<file path="src/rtl/game_round_sequencer.sv">
// Round controller for the symbol-counting game: countdown, symbol display,
// answer entry and result phases paced by tick1Hz, with grading and level advance.
module game_round_sequencer #(
    parameter int unsigned PRELIM_SECS = 3,
    parameter int unsigned GAME_SECS   = 10,
    parameter int unsigned ANSWER_SECS = 5,
    parameter int unsigned POST_SECS   = 2,
    parameter int unsigned MAX_ERR     = 0,
    parameter int unsigned MAX_LEVEL   = 31
) (
    input  logic       Clk100M,
    input  logic       reset,
    input  logic       start,
    input  logic       tick1Hz,
    input  logic       symTick,
    input  logic [6:0] userCount,
    input  logic [6:0] gameCount,
    output logic       prelimPeriod,
    output logic       gamePeriod,
    output logic       answerPeriod,
    output logic       postPeriod,
    output logic [3:0] countDownTime,
    output logic [4:0] level,
    output logic       levelChng,
    output logic       symReq,
    output logic [6:0] countDifference,
    output logic       loss
);
    typedef enum logic [2:0] {IDLE, PRELIM, GAME, ANSWER, POST, LOST} stateT;

    localparam logic [3:0] PRELIM_LD = 4'(PRELIM_SECS);
    localparam logic [3:0] GAME_LD   = 4'(GAME_SECS);
    localparam logic [3:0] ANSWER_LD = 4'(ANSWER_SECS);
    localparam logic [3:0] POST_LD   = 4'(POST_SECS);
    localparam logic [6:0] ERR_MAX   = 7'(MAX_ERR);
    localparam logic [4:0] LVL_MAX   = 5'(MAX_LEVEL);

    stateT      state;
    logic       pass;
    logic [6:0] absDiff;
    logic       expire;

    assign absDiff = (userCount >= gameCount) ? (userCount - gameCount) : (gameCount - userCount);
    assign expire  = tick1Hz && (countDownTime == 4'd1);

    always_ff @(posedge Clk100M or negedge reset) begin
        if (!reset) begin
            state           <= IDLE;
            level           <= 5'd1;
            countDownTime   <= 4'd0;
            countDifference <= 7'd0;
            pass            <= 1'b0;
            prelimPeriod    <= 1'b0;
            gamePeriod      <= 1'b0;
            answerPeriod    <= 1'b0;
            postPeriod      <= 1'b0;
            loss            <= 1'b0;
            symReq          <= 1'b0;
            levelChng       <= 1'b0;
        end else begin
            levelChng <= 1'b0;
            symReq    <= 1'b0;
            case (state)
                IDLE, LOST: begin
                    if (start) begin
                        state         <= PRELIM;
                        level         <= 5'd1;
                        loss          <= 1'b0;
                        countDownTime <= PRELIM_LD;
                        prelimPeriod  <= 1'b1;
                    end
                end
                PRELIM: begin
                    if (expire) begin
                        state         <= GAME;
                        countDownTime <= GAME_LD;
                        prelimPeriod  <= 1'b0;
                        gamePeriod    <= 1'b1;
                    end else if (tick1Hz) begin
                        countDownTime <= countDownTime - 4'd1;
                    end
                end
                GAME: begin
                    // a symTick on the exit cycle would land in ANSWER, so drop it
                    symReq <= symTick && !expire;
                    if (expire) begin
                        state         <= ANSWER;
                        countDownTime <= ANSWER_LD;
                        gamePeriod    <= 1'b0;
                        answerPeriod  <= 1'b1;
                    end else if (tick1Hz) begin
                        countDownTime <= countDownTime - 4'd1;
                    end
                end
                ANSWER: begin
                    if (expire) begin
                        state           <= POST;
                        countDownTime   <= POST_LD;
                        countDifference <= absDiff;
                        pass            <= (absDiff <= ERR_MAX);
                        answerPeriod    <= 1'b0;
                        postPeriod      <= 1'b1;
                    end else if (tick1Hz) begin
                        countDownTime <= countDownTime - 4'd1;
                    end
                end
                POST: begin
                    if (expire) begin
                        postPeriod <= 1'b0;
                        if (pass) begin
                            state         <= PRELIM;
                            countDownTime <= PRELIM_LD;
                            prelimPeriod  <= 1'b1;
                            if (level < LVL_MAX) begin
                                level     <= level + 5'd1;
                                levelChng <= 1'b1;
                            end
                        end else begin
                            state         <= LOST;
                            countDownTime <= 4'd0;
                            loss          <= 1'b1;
                        end
                    end else if (tick1Hz) begin
                        countDownTime <= countDownTime - 4'd1;
                    end
                end
                default: state <= IDLE;
            endcase
        end
    end
endmodule
</file>
<file path="config.mk">
export PLATFORM = sky130hd
export DESIGN_NAME = game_round_sequencer
export DESIGN_NICKNAME = d
export VERILOG_FILES = /design/src/rtl/game_round_sequencer.sv
export SDC_FILE = /design/constraint.sdc
export NUM_CORES = 1
export LEC_CHECK = 0
export ABC_AREA = 1
export CAP_MARGIN = 20
export CORE_UTILIZATION = 52
export DETAILED_ROUTE_END_ITERATION = 10
export GPL_TIMING_DRIVEN = 0
export PLACE_DENSITY = 0.89
export SLEW_MARGIN = 0
export SYNTH_ARGS = -nofsm -noshare
export SYNTH_HDL_FRONTEND = slang
export SYNTH_SLANG_ARGS = --single-unit
</file>
<file path="constraint.sdc">
create_clock -name Clk100M -period 1.8 [get_ports Clk100M]
set_input_delay 0.36 -clock Clk100M [delete_from_list [all_inputs] [get_ports Clk100M]]
set_output_delay 0.36 -clock Clk100M [all_outputs]
set_load 0.005 [all_outputs]
</file>
Yosys cells after proc, flatten, opt, wreduce, memory -nomap -nowiden
Cells that the tools add are included.
{"block": "totals", "wordCells": 92, "inputBits": 19, "out_inout_bits": 23, "regBits": 27}
{"block": "classes", "add_sub_neg": 4, "muxes": 39, "eq_ne": 14, "n_reduce_logical": 20, "order_cmp": 3}
{"op": "two-way mux 4 bit", "n": 6}
{"op": "two-way mux 5 bit", "n": 4}
{"op": "one-hot mux 4 bit (5 select lines)", "n": 1}
{"op": "two-way mux 3 bit", "n": 6}
{"op": "inequality test 2 bit (second input constant)", "n": 8}
{"op": "one-hot mux 3 bit (5 select lines)", "n": 1}
{"op": "AND reduction 5 bit", "n": 3}
{"op": "subtractor 7 bit", "n": 2}
{"op": "two-way mux 1 bit", "n": 13}
{"op": "one-hot mux 5 bit (2 select lines)", "n": 1}
{"op": "AND reduction 3 bit", "n": 3}
{"op": "one-hot mux 1 bit (2 select lines)", "n": 4}
{"op": "nonzero test 2 bit", "n": 4}
{"op": ">= comparator 7 bit", "n": 1}
{"op": "less-or-equal comparator 7 x 1 -> 1 bit (second input constant)", "n": 1}
{"op": "two-way mux 7 bit", "n": 1}
{"op": "== test 3 x 2 -> 1 bit (second input constant)", "n": 2}
{"op": "== test 3 bit (second input constant)", "n": 2}
{"op": "adder 5 x 1 -> 5 bit (second input constant)", "n": 1}
{"op": "less-than comparator 5 bit (second input constant)", "n": 1}
{"op": "nonzero test 5 bit", "n": 1}
{"op": "== test 4 x 1 -> 1 bit (second input constant)", "n": 1}
{"op": "AND reduction 2 bit", "n": 2}
{"op": "AND reduction 4 bit", "n": 1}
{"op": "other kinds (9)", "n": 10}

Depth between registers and ports, before layout
Gate-level depths: netlist of the first run.
{"block": "logic_depth", "depth_word": 5, "ltp_mapped": 15, "depth_no_buf": 15}

Worst setup path before layout of the first run
No wires, ideal clock.
{"block": "synth_path", "kind": "input-to-reg", "startpoint": "input port userCount[2]", "endpoint": "register pass", "setup_ps": 65, "n_path_buf": 1, "required_ps": 1735, "arrival_ps": 1689, "setup_slack_ps": 46, "cell_stages": 12, "path_cell_list": "inv_1 ha_1 buf_2 a21oi_1 nand2_1 nand2_1 nand3_1 nand2_1 nand2_1 nor2_1 nand3_1 nand2_1"}
{"block": "synth_between", "elab_chain_len": 3, "elab_cells_between_ends": 5, "classes_between": "add/sub: 2; order compare: 2; mux: 1"}
{"item": "from (decl)", "line": "16", "text": "input logic [6:0] userCount,"}
{"item": "subtractor 7 bit / >= comparator 7 bit (equally long branches)", "line": "43", "text": "assign absDiff = (userCount >= gameCount) ? (userCount - gameCount) : (gameCount - userCount);"}
{"item": "two-way mux 7 bit (*)", "line": "43"}
{"item": "less-or-equal comparator 7 x 1 -> 1 bit (*)", "line": "100", "text": "pass <= (absDiff <= ERR_MAX);"}
{"item": "to (signal assigned)", "line": "100"}
{"item": "to (decl)", "line": "39", "text": "logic pass;"}
Mark *: on every way between the ends. The rest lies on a longest branch, timed or not.
A chain may end at the register's enable or synchronous reset.

Final worst setup path of the first run
{"block": "layout_path", "startpoint": "input port gameCount[1]", "endpoint": "register pass"}
{"block": "layout_between", "elab_chain_len": 3, "elab_cells_between_ends": 5, "classes_between": "add/sub: 2; order compare: 2; mux: 1"}
{"item": "from (decl)", "line": "17", "text": "input logic [6:0] gameCount,"}
{"item": "subtractor 7 bit / >= comparator 7 bit (equally long branches)", "line": "43"}
{"item": "two-way mux 7 bit (*)", "line": "43"}
{"item": "less-or-equal comparator 7 x 1 -> 1 bit (*)", "line": "100"}
Marked as above.

==> results of run 1 <==
layout by cell type (no fill, tap or decap), types with 2 or more instances in the layout:
| cell | synthesis | final |
|---|---|---|
| o22ai_1 | 2 | 2 |
| dfrtp_1 | 26 | 26 |
| nand3_4 | 1 | 2 |
| xnor2_1 | 4 | 4 |
| nor2_1 | 33 | 27 |
| fa_2 | 0 | 2 |
| o21ai_2 | 2 | 2 |
| nand4_1 | 7 | 7 |
| nand3_2 | 0 | 3 |
| nor2_4 | 3 | 5 |
| xor2_1 | 3 | 3 |
| a21oi_1 | 13 | 11 |
| a31oi_1 | 5 | 5 |
| inv_2 | 5 | 18 |
| o21ai_1 | 2 | 4 |
| nand2_2 | 2 | 11 |
| clkdlybuf4s50_1 | 0 | 27 |
| clkbuf_2 | 0 | 4 |
| dlymetal6s2s_1 | 0 | 9 |
| buf_4 | 0 | 16 |
| ha_4 | 0 | 5 |
| inv_1 | 52 | 39 |
| nor2_2 | 0 | 4 |
| nand3_1 | 21 | 17 |
| nand2_4 | 0 | 2 |
| ha_1 | 16 | 10 |
| nand2_1 | 89 | 78 |
| o21ai_0 | 9 | 7 |
| clkbuf_8 | 0 | 3 |
logic make-up after synthesis:
logic type | Yosys count
DFF | 27
xor gates and xnor gates | 7
AOI/OAI and AO/OA | 34
buffers and inverters | 61
and+or+nand+nor | 163
adders and majority gates | 18
through the flow:
stage          setup WS [ns]  setup TNS (ns)
2_1_floorplan         0.0464               0
3_3_place_gp          -0.692           -6.66
3_5_place_dp          -0.751           -7.22
4_1_cts               -0.124          -0.141
5_1_grt              -0.0297          -0.113
6_report              0.0318               0
cell type report:
type	instances	share of cell area [%]
Buffer	1	0.169
Clock buffer	4	1.53
Inverter	58	7.46
Multi-Input combinational cell	222	47.4
Sequential cell	27	22.9
Tap cell	48	2.03
Timing Repair Buffer	58	18.5
power by group:
part	total (mW)	switching, mW	leakage, nW	internal [mW]
Sequential	0.991	0.175	0.342	0.816
Clock	0.343	0.185	0.0228	0.158
Combinational	2.04	1.14	1.24	0.893
worst register-to-register path, cell delays in order (launching register included):
cell and delay, ns:
dfrtp_1 0.43, ha_1 0.22, nand4_1 0.10, buf_2 0.24
inv_1 0.13, o21ai_2 0.22, inv_2 0.09, nor2_1 0.13
a31oi_1 0.07
sequential cells by signal, summed over array words and instances (netlist names), 3 cells and up:
signal	count
countDownTime	4
state	3
level	5
countDifference	7
path summary, 6_finish.rpt:
| path | endpoint | cells past startpoint | startpoint |
|---|---|---|---|
| worst min-delay path | countDownTime[3] | 1 | reset |
| worst min register to register | loss | 2 | loss |
| min in group Clk100M | loss | 2 | loss |
| worst max-delay path | pass | 12 | gameCount[1] |
| max in group asynchronous | level[0] | 2 | reset |
| worst max register to register | state[0] | 8 | countDownTime[0] |
layer usage:
layer  GRT usage, %  wire length (um)  part of all wire [%]  vias to the layer above
met4           8.78               157                   2.6                        0
met3           3.79               299                   5.0                       20
li1               -                 -                     -                     1098
met1           32.9              2520                    42                     1077
met2           45.9              3000                    50                      109
met5              0                 0                     0                        -
what timing repair did:
action | 4_1_cts | 5_1_grt
resized for setup | 34 | 43
pin swaps | 14 | 27
setup buffers | 6 | 10
endpoints found under the setup margin | 15 | 12
==> impl_metrics.ini, run 1 <==
[outcome]
outcome = finished clean

[power_and_ir_drop]
ir_worst_vdd_uv = 667
totalPowerFinal_mw = 3.37
power_density_nw_per_um2 = 1140
power.leakage_nw = 1.61

[floorplanning]
floorplan.core_area_um2 = 3800
io_pins = 42
die_x_um = 66.1
fp.dieArea_um2 = 4370
row_count = 22
vertical_extent_of_the_die_um = 66.1
initial_util_pct = 56.2

[setup_path]
crit_fanout = 4
r2r_setup_slack_ns = 0.05
max_stage_delay_ns = 0.35
critPathTopFamily = simple AND/OR/NAND/NOR gates
arrival_ns = 1.93
critPathMostFrequentCell = nand3_1
setup.worst_path.end_class = flip-flop
cp_cell_sequence = dlygate4sd2_1 -> ha_1 -> nand3_1 -> nand2_2 -> buf_4 -> nand2_2 -> nand3_1 -> nand3_1 -> nand2_1 -> inv_1 -> nand3_1 -> nand2_1
crit_path_top_delay_cell = ha_1
crit_required_ns = 1.96
setup.worst_path.start_class = input pin
timing.setup.critical_path_class = in -> reg
cp.buffers_inverters = 3

[clocking]
cts_max_level = 1
clock_insertion_delay_at_the_later_pin_of_the_skew_report_ns = 0.27
cts-buffers-inserted = 3
cts.path.max_buffers = 2
clock_tree_root_buffer_cell = clkbuf_8
numClockSinks = 27
clkSlewWorstSetupHoldPaths_ns = 0.09
cts_tree = done
count_of_hold_fix_buffers_inserted_at_cts = 0

[cells_and_area]
antenna_cells_inserted = 0
multi_input_area_um2 = 1400
register_area_um2 = 677
drive_gt1_share_pct = 23.8
finish.instance_area_um2 = 2950
synthToLayoutAreaGrowth_pct = 38.3
layout.core_utilization_pct = 77.7
instances_no_fill = 418
design.final.nets = 408
layout.filler_cells = 256

[grt]
gr-usage-all-layers_pct = 26.3
grt_max_degree = 18
overflow = 0
antenna_violations_before_repair = 0
grt_first_pass_wirelength_mm = 8.87
first_global_vias = 2117

[detailed_routing]
final_antenna_net_count = 0
dr_drc_count = 0
routedWlPerCell_um = 14.3
dr_total_vias = 2304
avgViaCountPerCell = 5.51
drt_iter0_markers = 169
first_pass_iters = 5
drt-total-wl_mm = 5.98

[yosys]
syn_area_per_cell_um2 = 6.89
synth-compound-area-share_pct = 8.85
asyncSetResetFlopFracSynth_pct = 100
main_combinational_cell_family_by_area_after_synthesis = simple AND/OR/NAND/NOR gates
number_of_enable_type_register_cells_in_the_synthesized_netlist = 0
postSynthNetCount = 347
synth.mux.area_fraction_pct = 0
synth_seq_area_share_pct = 31.7
synth_simple_gate_area_share_pct = 34.3
ys_seq_elements = 27
yosysWarningCount = 0
synthAdderAreaFrac_pct = 11.2
synth.cell_area_um2 = 2140
synth_xor_xnor_area_share_pct = 2.87
post-synth-top-area-fraction_pct = 30.5
syn_inst = 310
yosysUniqueCellTypes = 31
ranking_of_synthesized_cells_by_area = dfrtp_1, nand2_1, ha_1
synth.top_cells.by_count = nand2_1, inv_1, nor2_1
post-synth-top-count-cell = nand2_1
synth_top_cell_by_area = dfrtp_1
synth-main-ff-cell = dfrtp_1

[place]
gp_congestion = 0.886
placed_cell_area_um2 = 2620
dp_cells = 400
place.detailed.hpwl_mm = 3.86
port_buffers = 41

[timing]
fmax_ghz = 0.566
clock_skew_ns = 0.00645
slew_viol_final = 0
hold_viol = 0
post-route-min-period_ns = 1.77
maxSlewHeadroom_pct = 64.5
timing.final.setup_violations = 0
min_period_over_period_pct = 98.2
whs_ns = 0.428
worst-slew-pin-transition_ns = 0.531

[hold_path]
hold_path_class = in -> async

[run]
max_cap_viol_count = 0
(Power assumes the default switching activity.)
==> inputs of run 2 (changes only) <==
- GPL_TIMING_DRIVEN: 0 -> 1
==> run 2 against run 1 <==
Largest power group unchanged; via count grew 4.7%; clock-buffer cell count shrank 1; maximum frequency grew 0.76%; clock skew grew 0.0021 ns; highest routed layer unchanged.
==> impl_metrics.ini, run 2 (synthesized netlist as in run 1, its figures left out) <==
[cells_and_area]
synthToLayoutAreaGrowth_pct = 47.3
largestRegisters = countDifference: 7 flops, level: 5 flops, countDownTime: 4 flops
drive_gt1_share_pct = 30.1
max_flop_register = countDifference
layout.core_utilization_pct = 82.8
largest_reg_flops = 7
mostFrequentLayoutCell = nand2_1
mostFrequentLayoutCells = nand2_1, inv_1, buf_4, nor2_1, clkdlybuf4s50_1
antenna_cells_inserted = 0
design.final.nets = 433
layout.filler_cells = 229

[power_and_ir_drop]
ir_worst_vdd_uv = 850
power.leakage_nw = 1.65
power_density_nw_per_um2 = 1120

[detailed_routing]
detail_route.wirelength.met1_mm = 2.52
highest_layer = met4
drt_iter0_markers = 235
drt-total-wl_mm = 6.43
avgViaCountPerCell = 5.45
routedWlPerCell_um = 14.5
dr_total_vias = 2413
met2_wirelength_mm = 3.38
final_antenna_net_count = 0
detailroute.wirelength.met3_um = 388
first_pass_iters = 7
dr_drc_count = 0

[setup_path]
arrival_ns = 1.98
crit_fanout = 4
crit_required_ns = 2.02
setup.worst_path.start_class = input pin
timing.setup.critical_path_class = in -> reg
rr_startpoint = level[0]
worst-r2r-cell-count = 10
r2r_setup_slack_ns = 0.08
setup.worst_path.end_class = flip-flop
rr_endpoint = level[2]

[outcome]
outcome = finished clean

[clocking]
clock_tree_root_buffer_cell = clkbuf_8
clock_insertion_delay_at_the_later_pin_of_the_skew_report_ns = 0.27
cts-buffers-inserted = 3
count_of_hold_fix_buffers_inserted_at_cts = 0
cts_tree = done
cts.path.max_buffers = 2
numClockSinks = 27
cts_max_level = 1
clkSlewWorstSetupHoldPaths_ns = 0.10

[floorplanning]
die_x_um = 66.1
vertical_extent_of_the_die_um = 66.1
floorplan.core_area_um2 = 3800
initial_util_pct = 56.2
row_count = 22
io_pins = 42
fp.dieArea_um2 = 4370

[place]
port_buffers = 41
preCtsSetupSlack_ns = -0.513
place.detailed.hpwl_mm = 4.26
gp_congestion = 0.904

[timing]
hold_viol = 0
worst-slew-pin-transition_ns = 0.352
post-route-min-period_ns = 1.75
slew_viol_final = 0
timing.final.setup_violations = 0
clock_skew_ns = 0.00853
maxSlewHeadroom_pct = 76.4
postLayoutSetupSlackWorst_ns = 0.0452
fmax_ghz = 0.570
min_period_over_period_pct = 97.5

[grt]
grt_max_degree = 28
gr-usage-all-layers_pct = 29.5
antenna_violations_before_repair = 0
grt_first_pass_wirelength_mm = 9.77
overflow = 0
first_global_vias = 2214

[hold_path]
hold_path_class = in -> async

[run]
max_cap_viol_count = 0
## run 2: metrics by stage
stage,setup TNS (ns),instances,instance area (um^2),power (mW),hold slack [ns]
2_1_floorplan,0,310,2140,2.13,0.0644
3_3_place_gp,-2.90,431,2850,2.86,0.474
3_5_place_dp,-3.34,431,2850,2.94,0.480
4_1_cts,0,437,3060,3.35,0.459
5_1_grt,-0.0788,443,3150,3.78,0.492
6_report,0,443,3150,3.52,0.445
## run 2: metal layers
metal  vias to the layer above  track usage, %
met4                         0            7.98
met2                       112            51.9
met1                      1138            36.6
met5                         -               0
li1                       1149               -
met3                        14            5.52
## run 2: area by class of cell
class | count | area, um^2 | share of cell area [%]
Timing Repair Buffer | 84 | 726 | 23.1
Sequential cell | 27 | 677 | 21.5
Clock buffer | 3 | 41.3 | 1.31
Clock inverter | 1 | 5.00 | 0.159
Inverter | 58 | 220 | 7.00
Multi-Input combinational cell | 222 | 1420 | 45.0
Tap cell | 48 | 60.1 | 1.91
## run 2: how the worst max path moves through the flow
| stage | from | to | slack [ns] | cells past startpoint |
|---|---|---|---|---|
| 4_1_cts | gameCount[0] | pass | 0.001 | 16 |
| 3_5_place_dp | userCount[0] | pass | -0.51 | 15 |
| 5_1_grt | gameCount[3] | pass | -0.04 | 14 |
| 2_1_floorplan | userCount[2] | pass | 0.05 | 12 |
| 6_report | gameCount[5] | pass | 0.05 | 12 |
| 3_3_place_gp | userCount[0] | pass | -0.47 | 15 |
## run 2: power breakdown
| group | total, mW | switching [mW] | internal [mW] |
|---|---|---|---|
| clock | 0.343 | 0.188 | 0.155 |
| sequential | 0.989 | 0.173 | 0.816 |
| combinational | 2.19 | 1.18 | 1.00 |
| total | 3.52 | 1.55 | 1.97 |
## run 2: worst max-delay path: stages
cell and delay (ns):
dlygate4sd2_1 0.27, ha_4 0.26, buf_4 0.14, a21oi_1 0.26, nand3_1 0.12, nand2_1 0.09
nand2_1 0.07, nand2_2 0.09, nand2_2 0.07, nor2_2 0.10, nand3_1 0.08, nand2_1 0.06
## run 2: repair_timing
action / CTS / global route
buffers inserted: 2 / 6
resized for setup: 56 / 22
pin swaps: 19 / 23
setup endpoints to repair: 7 / 13
==> inputs of run 3 (changes only) <==
- SKIP_LAST_GASP: unset -> 1
- TNS_END_PERCENT: unset -> 5
==> run 3 against run 2 <==
Clock-buffer cell count unchanged; sequential power hardly changed; register-to-register slack is essentially flat; sequential cell count unchanged; die area stayed put; maximum frequency rose by 0.19%; final cell count unchanged; global-route usage unchanged; critical path depth is 1 higher; sequential share of layout area is essentially flat.
==> impl_metrics.ini, run 3 (synthesized netlist as in run 1, its figures left out) <==
[timing]
fmax_ghz = 0.571
worst-slew-pin-transition_ns = 0.350
clock_skew_ns = 0.00606
hold_viol = 0
whs_ns = 0.447
grt_setup_unrepaired = true
post-route-min-period_ns = 1.75
min_period_over_period_pct = 97.3
slew_viol_final = 0
timing.final.setup_violations = 0
maxSlewHeadroom_pct = 76.5
final.setup.tns_ns = 0

[cells_and_area]
synthToLayoutAreaGrowth_pct = 47.3
design.final.nets = 433
layout.filler_cells = 225
drive_gt1_share_pct = 29.6
register_area_um2 = 677
largest_reg_flops = 7
max_flop_register = countDifference
multi_input_area_um2 = 1410
antenna_cells_inserted = 0
mostFrequentLayoutCell = nand2_1
largestRegisters = countDifference: 7 flops, level: 5 flops, countDownTime: 4 flops
mostFrequentLayoutCells = nand2_1, inv_1, buf_4, nor2_1, clkdlybuf4s50_1

[clocking]
numClockSinks = 27
clock_insertion_delay_at_the_later_pin_of_the_skew_report_ns = 0.27
cts_tree = done
cts-buffers-inserted = 3
clock_tree_root_buffer_cell = clkbuf_8
clkSlewWorstSetupHoldPaths_ns = 0.10
cts.path.max_buffers = 2
count_of_hold_fix_buffers_inserted_at_cts = 0
cts_max_level = 1

[place]
port_buffers = 41
place.detailed.hpwl_mm = 4.26
gp_congestion = 0.904

[detailed_routing]
first_pass_iters = 5
routedWlPerCell_um = 14.4
dr_total_vias = 2430
dr_drc_count = 0
final_antenna_net_count = 0
avgViaCountPerCell = 5.49
drt_iter0_markers = 261
drt-total-wl_mm = 6.40

[power_and_ir_drop]
power_density_nw_per_um2 = 1120
power.leakage_nw = 1.66
ir_worst_vdd_uv = 855
totalPowerFinal_mw = 3.51

[grt]
overflow = 0
grt_max_degree = 28
gr-usage-all-layers_pct = 29.5
grt_first_pass_wirelength_mm = 9.77
antenna_violations_before_repair = 0
first_global_vias = 2214

[floorplanning]
vertical_extent_of_the_die_um = 66.1
floorplan.core_area_um2 = 3800
die_x_um = 66.1
initial_util_pct = 56.2
row_count = 22
io_pins = 42
fp.dieArea_um2 = 4370

[hold_path]
hold_path_class = in -> async

[setup_path]
setup.worst_path.end_class = flip-flop
arrival_ns = 1.93
timing.setup.critical_path_class = in -> reg
setup.worst_path.start_class = input pin
crit_required_ns = 1.98
crit_fanout = 3

[run]
max_cap_viol_count = 0

[outcome]
outcome = finished clean
## run 3: cell count changes in the layout (fill, tap and decap cells not counted), sizes merged
cell         change
dlygate4sd2      +1
clkbuf           -1
## run 3: layout make-up
type / count / share of cell area, %
clock inverter: 1 / 0.159
clock buffer: 3 / 1.31
tap: 48 / 1.91
multi-input combinational: 222 / 44.9
timing repair buffer: 84 / 23.2
inverter: 58 / 7.00
sequential: 27 / 21.5
## run 3: per-stage QoR
step	utilization [%]	area, um^2	instances	worst slack (ns)
final	82.8	3150	443	0.0485
after global placement	75.1	2850	431	-0.472
after global routing	82.8	3150	443	-0.0692
after CTS	80.6	3060	437	0.00148
after floorplan	-	2140	310	0.0464
after detailed placement	75.1	2850	431	-0.513
## run 3: repair_timing
action,in CTS,in global routing
resized for setup,56,19
endpoints found under the hold margin,0,0
setup buffers,2,6
setup endpoints to repair,7,13
pin swaps,19,22
## run 3: worst paths after layout
check                             startpoint  slack (ns)               end  cells after the start
worst max-delay path            userCount[3]        0.05              pass                     13
worst min-delay path                   reset        0.45  countDownTime[0]                      2
worst max register to register      level[0]        0.08          level[2]                     10
worst min register to register    postPeriod        0.50        postPeriod                      2
max in group asynchronous              reset        1.04          level[0]                      2
min in group Clk100M              postPeriod        0.50        postPeriod                      2
## run 3: per-layer routing
metal | share of wire, % | vias to the layer above | GRT usage, % | wire length [um]
li1 | - | 1150 | - | -
met1 | 38 | 1122 | 36.6 | 2460
met2 | 52 | 138 | 51.9 | 3330
met3 | 7.0 | 20 | 5.52 | 447
met4 | 2.5 | 0 | 7.98 | 161
met5 | 0 | - | 0 | 0
## run 3: critical path, stage by stage
cell and delay, ns:
dlygate4sd2_1 0.25, buf_4 0.14, ha_1 0.22, nand2_1 0.09
nand2_2 0.10, a21oi_4 0.20, nand2_1 0.12, nor2_4 0.13
nand3_1 0.08, nand2_1 0.07, inv_1 0.06, nand3_1 0.08
nand2_1 0.05
## run 3: where the power goes
group	internal, mW	switching, mW
combinational	1.00	1.18
sequential	0.816	0.173
clock	0.155	0.192
total	1.97	1.54
